**src/rtl/cond_pkg.sv**
```systemverilog
// Shared definitions for the flag/branch unit: condition code encodings
// and bit positions of {N,Z,C,V} inside the 4-bit flag word.
package cond_pkg;

    typedef logic [3:0] cond_t;
    typedef logic [3:0] flags_t;

    localparam cond_t COND_EQ = 4'd0;
    localparam cond_t COND_NE = 4'd1;
    localparam cond_t COND_CS = 4'd2;
    localparam cond_t COND_CC = 4'd3;
    localparam cond_t COND_MI = 4'd4;
    localparam cond_t COND_PL = 4'd5;
    localparam cond_t COND_VS = 4'd6;
    localparam cond_t COND_VC = 4'd7;
    localparam cond_t COND_HI = 4'd8;
    localparam cond_t COND_LS = 4'd9;
    localparam cond_t COND_GE = 4'd10;
    localparam cond_t COND_LT = 4'd11;
    localparam cond_t COND_GT = 4'd12;
    localparam cond_t COND_LE = 4'd13;
    localparam cond_t COND_AL = 4'd14;
    localparam cond_t COND_NV = 4'd15;

    localparam int FLAG_N = 3;
    localparam int FLAG_Z = 2;
    localparam int FLAG_C = 1;
    localparam int FLAG_V = 0;

endpackage

```
**src/rtl/cond_eval.sv**
```systemverilog
// Combinational branch condition evaluator: decides whether a 4-bit
// condition code holds for a given {N,Z,C,V} flag word.
module cond_eval
    import cond_pkg::*;
(
    input  logic [3:0] flags,
    input  logic [3:0] cond,
    output logic       take
);

    logic n;
    logic z;
    logic c;
    logic v;

    assign n = flags[FLAG_N];
    assign z = flags[FLAG_Z];
    assign c = flags[FLAG_C];
    assign v = flags[FLAG_V];

    // Decode the condition code against the flag bits.
    always_comb begin
        take = 1'b0;
        case (cond)
            COND_EQ: take = z;
            COND_NE: take = !z;
            COND_CS: take = c;
            COND_CC: take = !c;
            COND_MI: take = n;
            COND_PL: take = !n;
            COND_VS: take = v;
            COND_VC: take = !v;
            COND_HI: take = c & !z;
            COND_LS: take = !c | z;
            COND_GE: take = (n == v);
            COND_LT: take = (n != v);
            COND_GT: take = !z & (n == v);
            COND_LE: take = z | (n != v);
            COND_AL: take = 1'b1;
            COND_NV: take = 1'b0;
            default: take = 1'b0;
        endcase
    end

endmodule

```
**src/rtl/flag_branch_unit.sv**
```systemverilog
// Flag register plus branch resolution for fetch redirect.
// Captures cmp flags, evaluates branch conditions and returns the result
// through a one-entry registered response stage with saturating counters.
// Optional macro FLAG_FWD_EN: when defined, a branch arriving in the same
// cycle as flag_we is evaluated against the incoming cmp flags; when
// undefined, such a branch is held off one cycle (br_ready=0) and then
// evaluated against the freshly registered flags.
//
// Handshake: a transfer happens on a rising edge where valid & ready are
// both high; a producer keeps valid and payload stable until that edge, and
// the response stage keeps rsp_* stable while rsp_valid & !rsp_ready.
module flag_branch_unit
    import cond_pkg::*;
#(
    parameter int WIDTH     = 32,
    parameter int CNT_WIDTH = 16
) (
    input  logic                 clk,
    input  logic                 rst,
    input  logic                 flag_we,
    input  logic [WIDTH-1:0]     cmp_out,
    input  logic                 cmp_carry,
    input  logic                 cmp_ovf,
    input  logic                 br_valid,
    output logic                 br_ready,
    input  logic [3:0]           br_cond,
    input  logic [WIDTH-1:0]     br_target,
    output logic                 rsp_valid,
    input  logic                 rsp_ready,
    output logic                 rsp_taken,
    output logic [WIDTH-1:0]     rsp_target,
    output logic [3:0]           flags,
    output logic [CNT_WIDTH-1:0] cnt_total,
    output logic [CNT_WIDTH-1:0] cnt_taken
);

    localparam logic [CNT_WIDTH-1:0] CNT_MAX = {CNT_WIDTH{1'b1}};
    localparam logic [CNT_WIDTH-1:0] CNT_ONE = {{(CNT_WIDTH-1){1'b0}}, 1'b1};

    logic [3:0] flag_q;
    logic [3:0] cmp_flags;
    logic [3:0] eval_flags;
    logic       stall_ok;
    logic       accept;
    logic       take;

    // Flag word as produced by the cmp block this cycle.
    always_comb begin
        cmp_flags         = 4'b0000;
        cmp_flags[FLAG_N] = cmp_out[WIDTH-1];
        cmp_flags[FLAG_Z] = (cmp_out == '0);
        cmp_flags[FLAG_C] = cmp_carry;
        cmp_flags[FLAG_V] = cmp_ovf;
    end

`ifdef FLAG_FWD_EN
    // Forward incoming flags to a branch accepted alongside flag_we.
    always_comb begin
        stall_ok   = 1'b1;
        eval_flags = flag_we ? cmp_flags : flag_q;
    end
`else
    // Hold the branch off while flags are being written; use registered flags.
    always_comb begin
        stall_ok   = !flag_we;
        eval_flags = flag_q;
    end
`endif

    assign br_ready = (!rsp_valid | rsp_ready) & stall_ok;
    assign accept   = br_valid & br_ready;
    assign flags    = flag_q;

    cond_eval u_cond_eval (
        .flags (eval_flags),
        .cond  (br_cond),
        .take  (take)
    );

    // Flag register: updated from the cmp block on flag_we.
    always_ff @(posedge clk) begin
        if (rst) begin
            flag_q <= 4'b0000;
        end else if (flag_we) begin
            flag_q <= cmp_flags;
        end
    end

    // One-entry response stage: load on accept, clear when drained.
    always_ff @(posedge clk) begin
        if (rst) begin
            rsp_valid  <= 1'b0;
            rsp_taken  <= 1'b0;
            rsp_target <= '0;
        end else if (accept) begin
            rsp_valid  <= 1'b1;
            rsp_taken  <= take;
            rsp_target <= take ? br_target : '0;
        end else if (rsp_ready) begin
            rsp_valid  <= 1'b0;
        end
    end

    // Saturating statistics: every accept, and every taken accept.
    always_ff @(posedge clk) begin
        if (rst) begin
            cnt_total <= '0;
            cnt_taken <= '0;
        end else if (accept) begin
            if (cnt_total != CNT_MAX) begin
                cnt_total <= cnt_total + CNT_ONE;
            end
            if (take && (cnt_taken != CNT_MAX)) begin
                cnt_taken <= cnt_taken + CNT_ONE;
            end
        end
    end

endmodule
```
**config.mk**
```make
export PLATFORM = sky130hd
export DESIGN_NAME = flag_branch_unit
export DESIGN_NICKNAME = d
export VERILOG_FILES = /design/src/rtl/cond_pkg.sv /design/src/rtl/cond_eval.sv /design/src/rtl/flag_branch_unit.sv
export SDC_FILE = /design/constraint.sdc
export NUM_CORES = 1
export LEC_CHECK = 0
export ABC_CLOCK_PERIOD_IN_PS = 2700
export CORE_ASPECT_RATIO = 1.25
export CORE_MARGIN = 1
export CORE_UTILIZATION = 40
export CTS_BUF_LIST = sky130_fd_sc_hd__clkbuf_16
export DETAILED_ROUTE_END_ITERATION = 10
export GPL_TIMING_DRIVEN = 0
export PLACE_DENSITY = 0.85
export SETUP_SLACK_MARGIN = 0.5
export SYNTH_ARGS = -nofsm -noshare
export SYNTH_HDL_FRONTEND = slang
export SYNTH_SLANG_ARGS = --single-unit
```
**constraint.sdc**
```tcl
create_clock -name clk -period 2.7 [get_ports clk]
set_input_delay 0.27 -clock clk [delete_from_list [all_inputs] [get_ports clk]]
set_output_delay 0.27 -clock clk [all_outputs]
set_load 0.005 [all_outputs]
```
# Word-level counts from Yosys, hierarchy flattened
# Index checks and enable logic that the tools add are counted.
# totals
wordCells,50
in_bits,75
reg_bits,70
# classes
n_eq_ne,19
bitwise,7
mux,4
reduce_logical,12
n_addsub,2
# ops
cell,count
$add A16 B1 Y16 const B,2
$eq A4 B4 Y1 const B,8
$logic_not A32 Y1,1
$mux W32,1
$ne A16 B16 Y1 const B,2
$eq A4 B3 Y1 const B,4
$pmux W1 S16,1
$eq A4 B2 Y1 const B,2
$logic_not A1 Y1,6
$and A1 B1 Y1,4
$eq A4 B1 Y1 const B,1
$logic_not A4 Y1,1
$reduce_and A2 Y1,2
$or A1 B1 Y1,3
$mux W1,2
$reduce_bool A2 Y1,1
$eq A1 B1 Y1,1
$logic_and A1 B1 Y1,1
$ne A1 B1 Y1,1

# Longest topological paths before layout
# depth
depth_word,5
mapped_depth,8

# Hierarchy
# Synthesis repeated with hierarchy kept, for this count alone.
# hier_totals
hier_cells,384
area_unflattened_um2,3166.8
# by_module_without_submodules
module,n_inst,area_each_um2,cells_per_inst,seq_area_each_um2
flag_branch_unit,1,3011.6,361,1401.3
cond_eval,1,155.1,23,0.0

# Worst setup path after synthesis
# Ideal clock, no wire load.
# synth_path
path_kind,input to register
startpoint,in flag_we
endpoint,reg cnt_taken[11]
cell_stages,6
path_buffers,1
setup_ps,123
setup_slack_ps,509
t_required_ps,2577
arrival_time_ps,2067
path_cell_list,clkbuf_1 -> a2111o_1 -> a2111oi_4 -> nand2_2 -> nor4_1 -> mux2_1
# synth_via
elab_chain_len,4
# synth_lines
item,line,rtl
from (decl),flag_branch_unit.sv:20,"input logic flag_we,"
$logic_not A1 Y1,flag_branch_unit.sv:65,stall_ok = !flag_we;
$and A1 B1 Y1,flag_branch_unit.sv:70,assign br_ready = (!rsp_valid | rsp_ready) & stall_ok;
$and A1 B1 Y1,flag_branch_unit.sv:71,assign accept = br_valid & br_ready;
$reduce_and A2 Y1 (no line),--,
to (signal assigned),flag_branch_unit.sv:114,cnt_taken <= cnt_taken + CNT_ONE;
to (decl),flag_branch_unit.sv:34,output logic [CNT_WIDTH-1:0] cnt_taken
# Every way passes these cells.
# A chain may end at the register's enable or synchronous reset.

# Worst setup path in the final report
# layout_path
startpoint,in rsp_ready
endpoint,reg cnt_taken[10]
# layout_via
elab_chain_len,4
# layout_lines
item,line,rtl
from (decl),flag_branch_unit.sv:29,"input logic rsp_ready,"
$or A1 B1 Y1,flag_branch_unit.sv:70,
$and A1 B1 Y1,flag_branch_unit.sv:70,
$and A1 B1 Y1,flag_branch_unit.sv:71,
$reduce_and A2 Y1 (no line),--,
# Every way passes these cells.

==> reports/summary.txt <==
Antenna Cells -> 0
Area leader, netlist -> dfxtp_1
Slew Viols, Final -> 0
Post-synth top area share -> 0.4692
Crit. End Element -> flip-flop
Sink Count -> 70
Main combinational cell family by area after synthesis -> simple AND/OR/NAND/NOR gates
First-pass GRT wire length -> 14170 um
Htree depth -> 3
Hold Buf Count CTS -> 0
Area Overhead vs Synth -> 66.19%
GRT Total Usage -> 0.2330
Initial Utilization -> 0.4204
Die Area -> 0.007818 mm^2
Worst Hold Class -> in -> reg
Fill count -> 551
# rows -> 34
CP startpoint kind -> input port
Most frequent cells after synthesis -> dfxtp_1 (70), nor2_1 (68), a22oi_1 (32)
Post-Synthesis Cells -> 337
Worst relative slew slack -> 0.6447
Core area -> 0.007104 mm^2
TritonRoute pass-1 iters -> 4
Dpl hpwl -> 6650 um
Clock Pin Slew Worst Setup and Hold Paths -> 0.06 ns
DIE HEIGHT -> 98.61 um
Ys flop type -> dfxtp_1
Layout cells sized above 1 -> 0.08964
Mean Syn Cell Area -> 8.862 um^2
Compound-Gate Fraction of Synth Area -> 0.1458
Inserted Clock Buffers -> 9
P per Cell Area -> 547.5 mW/mm^2
Root Buffer -> clkbuf_16
I/O Pins -> 146
Actual slew at the worst max-slew pin -> 0.5330 ns
Largest net degree at the start of global routing -> 13
Max rail drop VDD -> 0.0003768 V
Initial antenna violation count -> 0
Hold Vio Cnt, Final -> 0
Fmax -> 0.4450 GHz
TNS Setup -> 0 ns
Placed Cells -> 570
IO Port Bufs -> 143
Synthesis Warnings -> 0
Status -> completed
Final Non-Filler Cells -> 592
Critical path type -> in -> reg
Most frequent cell after synthesis -> dfxtp_1
WL final -> 9057 um
Clk Latency, worst-skew pair -> 0.33 ns
Leading post-synthesis cells by cell area -> dfxtp_1 (47%), nor2_1 (8.5%), a22oi_1 (8.0%)
Synth Area in Adders -> 0.008379
Area share of and/or/nand/nor cells after synthesis -> 0.2551
Async SR Flop Fraction -> 0
Residual DRC count -> 0
Leakage -> 1.792 nW
DR WL/cell -> 15.30 um
FF+latch count, synth -> 70
Synth Cell Area -> 0.002987 mm^2
Period utilization -> 0.8322
Die X -> 79.29 um
Final Setup Violations -> 0
Worst EP arrival -> 2.50 ns
Unique cell type count in the Yosys netlist -> 43
Syn Nets -> 414
CP required -> 2.95 ns
Clock Tree Buf Depth -> 2
Antenna-violating nets left -> 0
1st-iter DRT viols -> 94
NumNets Final -> 574
Post-synth EDFFs -> 0
CTS tree -> yes
Max-cap violations -> 0
Reg2reg setup slack -> 0.45 ns
Layout Skew -> 0.005977 ns
RSZ-0062 raised after global routing -> yes
Vias -> 3181
Critical path peak fanout -> 10
Mux cell area share after synthesis -> 0.03100
XOR/XNOR Fraction of Synth Area -> 0.06158
Vias in the first global route -> 3091
RD Place Congestion -> 0.8214
Via density -> 5.373
Register area share after synthesis -> 0.4692
Total gr overflow -> 0
Final min period -> 2.247 ns
-- path summary, 6_finish.rpt --
check	endpoint	start	cells after the start
max	cnt_taken[10]	rsp_ready	8
min	flags[1]	flag_we	3
max reg2reg	cnt_taken[10]	flags[2]	7
min reg2reg	flags[2]	flags[2]	2
-- state kept, by name, summed over array words and instances (netlist names) --
signal,count
cnt_taken,16
cnt_total,16
flags,4
rsp_taken,1
rsp_target,32
rsp_valid,1
-- power by group --
group	leakage [nW]	internal (W)	switching [W]	total [W]
Combinational	1.06	0.000192	0.000124	0.000316
Sequential	0.569	0.00106	0.0000207	0.00108
Clock	0.163	0.000896	0.000423	0.00132
Total	1.79	0.00215	0.000567	0.00272
-- stage by stage --
stage               area, um^2  worst slack, ns  total power [W]    util  hold slack, ns
floorplan                 2987           0.5093         0.001209       -          0.4173
global placement          4531          -0.2075         0.001400  0.6377          0.4716
detailed placement        4531          -0.2923         0.001408  0.6377          0.4832
CTS                       4910           0.5042         0.002731  0.6911          0.4194
global route              4964           0.4187         0.002822  0.6987          0.4421
finish                    4964           0.4529         0.002717  0.6987          0.4102
-- worst max-delay path: stages --
cell             delay (ns)
clkdlybuf4s50_1        0.48
nor2b_1                0.08
a2111o_1               0.41
a2111oi_4              0.37
nand2_2                0.12
buf_6                  0.16
or4_1                  0.45
a21oi_2                0.16
-- kinds of logic (layout without fill, tap and decap cells) --
kind of cell             count (synthesis)  in the layout
AND/OR/NAND/NOR                        155            155
buffers and inverters                   21            186
multiplexers                             9              9
AO/OA/AOI/OAI                           59             59
XOR/XNOR                                21             21
adder cells (fa/ha/maj)                  2              2
flip-flops                              70             70
-- cells in the final DEF, fill, tap and decap left out, drive strengths merged, types with 8 or more instances in the layout --
master           n
nor4             9
nor3             8
nand4           10
dfxtp           70
nand3           14
clkdlybuf4s50  139
a22oi           32
xor2            11
clkbuf          26
nor2            68
xnor2           10
nand2           14
and3            10
a21oi            9
-- layer usage --
| metal | track usage | wire, um | vias to the layer above |
|---|---|---|---|
| met3 | 0.05556 | 593 | 16 |
| met1 | 0.2431 | 3491 | 1494 |
| li1 | - | - | 1539 |
| met5 | 0 | 0 | - |
| met2 | 0.4397 | 4799 | 132 |
| met4 | 0.08951 | 172 | 0 |
-- repair_timing --
action	CTS	global route
pin swaps	4	0
setup endpoints to repair	45	38
buffers inserted	3	3
hold endpoints to repair	0	0
resized for setup	14	11
-- cell type report --
cell class	instances	area, um^2	area share
multi-input cells	246	1541	0.3106
repair buffers	149	1468	0.2957
flip-flops and latches	70	1406	0.2833
clock buffers	9	225.2	0.04537
clock inverters	7	113.9	0.02294
well taps	90	112.6	0.02269
plain buffers	17	81.33	0.01639
inverters	4	15.01	0.003025
No activity file was read; power rests on OpenSTA's default activity.
==> RTL edit 1: new RTL, config.mk and constraints unchanged <==
Make the reset (`rst`) asynchronous in 3 clocked blocks.
--- a/src/rtl/flag_branch_unit.sv
+++ b/src/rtl/flag_branch_unit.sv
@@ -80,3 +80,3 @@
     // Flag register: updated from the cmp block on flag_we.
-    always_ff @(posedge clk) begin
+    always_ff @(posedge clk or posedge rst) begin
         if (rst) begin
@@ -89,3 +89,3 @@
     // One-entry response stage: load on accept, clear when drained.
-    always_ff @(posedge clk) begin
+    always_ff @(posedge clk or posedge rst) begin
         if (rst) begin
@@ -104,3 +104,3 @@
     // Saturating statistics: every accept, and every taken accept.
-    always_ff @(posedge clk) begin
+    always_ff @(posedge clk or posedge rst) begin
         if (rst) begin
Check against the original RTL: differs if rst is asserted again (counterexample within 4 cycles, from zero or initial values and one cycle with rst high); with rst held inactive, the same outputs for 10 cycles.
==> RTL edit 1 against the original RTL <==
Wire length shrank 12%; cell count shrank 14%; critical path depth is the same; setup slack gained 0.23 ns; sequential cell count is the same; non-clock buffer count shrank 10; via count shrank 18%; area after synthesis grew 1.4%; cell area shrank 0.88%; critical path type is now reg2reg; largest cell class is now flip-flops and latches.
Power is not compared: it rests on default switching activity, and its combinational part moved more than twofold at a synthesized area within 25%.
==> RTL edit 1: results (changes against the original RTL) <==
[global_routing]
grt_pass1_vias=2711  ; -12%
grt_pass1_wl_um=12950  ; -8.6%
track_usage=0.2101  ; -0.02288
grtUsageMet3=0.04128  ; -0.01427
use_met1=0.2527  ; +0.009646
grt_max_degree=71  ; +58
met2_usage=0.3629  ; -0.07674

[worst_setup_path]
worstPathArrival_ns=2.22  ; -0.28 ns
slowest_delay_ns=0.42  ; -0.06 ns
reg2reg_depth=8  ; +1
crit_family=simple AND/OR/NAND/NOR gates

[run_status]
status=finished, final reports clean

[placement]
place_area_um2=4587  ; +1.2%
hpwlAfterDp_um=5805  ; -13%
portBuffers=144  ; +0.70%
place_inst=491  ; -14%
dpl_worst_slack_ns=0.2634  ; +0.5558 ns

[drt]
route.met2.wl_um=4128  ; -14%
drt_iter0_drc=89  ; -5.3%
wl_met3_um=361  ; -39%
vias_per_cell=5.140  ; -4.3%
wl_um=7959  ; -12%

[timing]
worst_pin_slew_ns=0.8588  ; +0.3258 ns
fin_worst_skew_ns=0.005827  ; -0.0001504 ns

[synth]
syn-mean-instance-area_um2=11.87  ; +34%
ys_top_cells_by_count=dfrtp_1 (70), a22o_1 (32), xnor2_1 (25), nand3_1 (19), nand2_1 (14)
synth-seq-area-share=0.5785  ; +0.1093
ys_types=35  ; -19%
synth_async_sr_flop_share=1.000  ; +1.000
yosys-top-cells-area=dfrtp_1 (58%), a22o_1 (9.3%), xnor2_1 (7.2%)

==> RTL edit 1: changes by cell type after synthesis, moves of 6 or more <==
cell      before  now
clkbuf_1      14    6
dfxtp_1       70    0
a22o_1         0   32
a21oi_1        9    3
nor2_1        68   13
a22oi_1       32    0
xnor2_1       10   25
dfrtp_1        0   70
==> RTL edit 1: cell families (layout without fill, tap and decap cells) <==
family / count (synthesis) / count (layout) / synth area share
muxes: 7 / 7 / 0.02521
buffers and inverters: 16 / 177 / 0.02603
DFF: 70 / 70 / 0.5785
AOI/OAI and AO/OA: 43 / 43 / 0.1203
xor gates and xnor gates: 32 / 32 / 0.09256
and+or+nand+nor: 85 / 85 / 0.1492
adders and majority gates: 2 / 2 / 0.008263
==> RTL edit 1: report_power, final <==
group | total (µW) | switching (µW) | internal, µW
Combinational | 773 | 245 | 528
Clock | 1230 | 431 | 802
Sequential | 1370 | 151 | 1220
==> RTL edit 1: repair_timing <==
action	4_1_cts	5_1_grt
setup buffers	0	1
resized for setup	1	4
pin swaps	0	2
endpoints found under the setup margin	10	39
hold buffers	0	0
==> RTL edit 1: worst paths after layout <==
check                            endpoint  slack, ns          start
max in group asynchronous  rsp_target[18]       1.64            rst
min in group clk            cnt_taken[11]       0.49  cnt_taken[11]
hold reg to reg             cnt_taken[11]       0.49  cnt_taken[11]
setup / recovery             cnt_taken[7]       0.68   cnt_taken[0]
setup reg to reg             cnt_taken[7]       0.68   cnt_taken[0]
hold / removal              rsp_target[2]       0.47            rst
==> RTL edit 1: cell type report <==
cell class	count	area (µm²)	area share
timing repair buffer	145	1451	0.2950
inverter	5	21.27	0.004323
sequential	70	1752	0.3561
multi-input combinational	169	1204	0.2447
clock buffer	9	225.2	0.04578
tap	92	115.1	0.02340
clock inverter	7	88.84	0.01806
buffer	11	62.56	0.01272
==> RTL edit 2: new RTL, config.mk and constraints unchanged <==
Made on the original files. Add a define of `FLAG_FWD_EN`.
--- a/src/rtl/flag_branch_unit.sv
+++ b/src/rtl/flag_branch_unit.sv
@@ -11,2 +11,4 @@
 // the response stage keeps rsp_* stable while rsp_valid & !rsp_ready.
+`define FLAG_FWD_EN
+
 module flag_branch_unit
Behaviour: not the same (Yosys sat finds a counterexample within 4 cycles, from zero or initial values and one cycle with rst high).
==> RTL edit 2 against the original RTL <==
Die area grew 2.4%; sequential cell count unchanged; global-route usage rose by 0.29 points; cell count is 1.4% lower; setup slack got worse by 0.10 ns; area after synthesis is 2.5% higher; sequential share of layout area is 2.1 points lower; clock skew grew 0.0017 ns; wire length increased by 4.7%; total power rose by 1.8%; clock power is 5% lower; combinational power rose by 34%; cell area increased by 8.0%; critical endpoint unchanged.
==> RTL edit 2: results (changes against the original RTL) <==
[drt]
drt_iter0_drc=224  ; +140%
firstDrtPassIters=4  ; unchanged
vias_per_cell=5.464  ; +1.7%
avgRoutedWirePerCell_um=16.24  ; +6.1%

[worst_setup_path]
rrSetupSlack_ns=0.35  ; -0.10 ns
slowest_delay_ns=0.40  ; -0.08 ns
cp_slowest_cell=nor3_4
cp_max_fo=6  ; -4
reg2reg_depth=8  ; +1
worstPathArrival_ns=2.56  ; +0.06 ns
r2r_start=flags[3]
reg2reg_to=cnt_taken[10]

[synth]
synth-seq-area-share=0.4579  ; -0.01132
synth_warnings=0  ; unchanged
ys_top_cells_by_count=dfxtp_1 (70), a22o_1 (32), nor2_1 (32), nand2_1 (18), nand3_1 (16)
synth_async_sr_flop_share=0  ; unchanged
ys_types=46  ; +7.0%
yosys-top-cells-area=dfxtp_1 (46%), a22o_1 (9.2%), mux2_2 (4.0%)
syn_nets=395  ; -4.6%

[hold_path]
hold_depth=3  ; unchanged
hold_path_startpoint=flag_we
holdCritPathClass=in2reg
hold_path_end=flags[1]

[power_and_ir_drop]
max-vdd-ir-drop_mv=0.4403  ; +17%
p_leak_uw=0.002063  ; +15%

[timing]
worst_pin_slew_ns=0.5985  ; +0.06547 ns
fin_worst_skew_ns=0.007631  ; +0.001654 ns

[global_routing]
grt_pass1_vias=3160  ; +2.2%
track_usage=0.2359  ; +0.002944
antenna_found_initial=0  ; unchanged
grt_pass1_wl_um=14680  ; +3.7%
grt_max_degree=13  ; unchanged

[clocking]
root_buffer=clkbuf_16
clk_pin_slew_ns=0.06  ; about the same
cts_buffer_depth=2  ; unchanged
clock_latency_ns=0.32
ctsHtreeMaxLevel=3  ; unchanged
cts_buffers=9  ; unchanged

[placement]
place_area_um2=4613  ; +1.8%
gp_congestion=0.8856  ; +7.8%
portBuffers=143  ; unchanged
hpwlAfterDp_um=6201  ; -6.7%

[layout]
layout.nets=564  ; -1.7%
antenna_cells=0  ; unchanged
reg_top3=rsp_target: 32 flops, cnt_taken: 16 flops, cnt_total: 16 flops
drive_gt1_frac=0.1850  ; +0.09532

[run_status]
status=finished, final reports clean

RTL edit 2: metal layers:
layer	up-vias	track usage	routed length (µm)
met5	-	0	0
met4	0	0.08791	206
li1	1521	-	-
met3	19	0.05545	723
met1	1491	0.2784	3803
met2	160	0.4116	4748
RTL edit 2: metrics by stage:
step,std cells,setup TNS [ns],hold slack [ns],power [µW],worst slack [ns]
floorplan,318,0,0.3957,1249,0.4905
global placement,553,-7.211,0.4477,1457,-0.2729
detailed placement,553,-9.625,0.4504,1465,-0.2993
CTS,580,0,0.2533,2743,0.3785
global route,584,0,0.2518,2873,0.2546
finish,584,0,0.2560,2767,0.3523
RTL edit 2: what timing repair did:
item,4_1_cts,5_1_grt
resized for setup,91,14
setup buffers,8,4
endpoints found under the setup margin,53,53
cloned,3,0
pin swaps,32,12
RTL edit 2: how the worst max path moves through the flow:
stage,start,endpoint,slack (ns)
floorplan,flag_we,cnt_taken[5],0.49
global placement,cmp_out[31],cnt_taken[8],-0.27
detailed placement,cmp_out[31],cnt_taken[10],-0.30
CTS,flags[3],cnt_taken[7],0.38
global route,cmp_out[11],cnt_taken[13],0.25
finish,flags[3],cnt_taken[10],0.35
RTL edit 2: worst max-delay path: cells and delay by family, from the launching register on:
kind | cells | cell delay (ns)
mux | 2 | 0.58
compound gates | 1 | 0.24
xor+xnor | 1 | 0.13
simple gates | 3 | 0.76
buf+inv | 1 | 0.21
flops | 1 | 0.32
RTL edit 2: cell type report:
cell class	instances	area, µm²
Fill cell	530	2042
Multi-Input combinational cell	227	1851
Timing Repair Buffer	158	1529
Sequential cell	70	1404
Clock buffer	9	225.2
Buffer	15	122.6
Tap cell	92	115.1
Clock inverter	7	90.09
Inverter	6	22.52
RTL edit 2: kinds of logic after synthesis:
group | after synthesis | synth area share
DFF | 70 | 0.4579
AOI/OAI and AO/OA | 61 | 0.1586
and+or+nand+nor | 133 | 0.2334
xor gates and xnor gates | 13 | 0.03720
muxes | 18 | 0.07155
buffers and inverters | 21 | 0.03312
adders and majority gates | 2 | 0.008175
RTL edit 2: power breakdown:
part	internal (µW)	total (µW)	switching (µW)	leakage, µW
logic	245	424	179	0.00134
registers	1070	1100	26.1	0.000569
clock network	803	1250	445	0.000157
total	2120	2770	650	0.00206
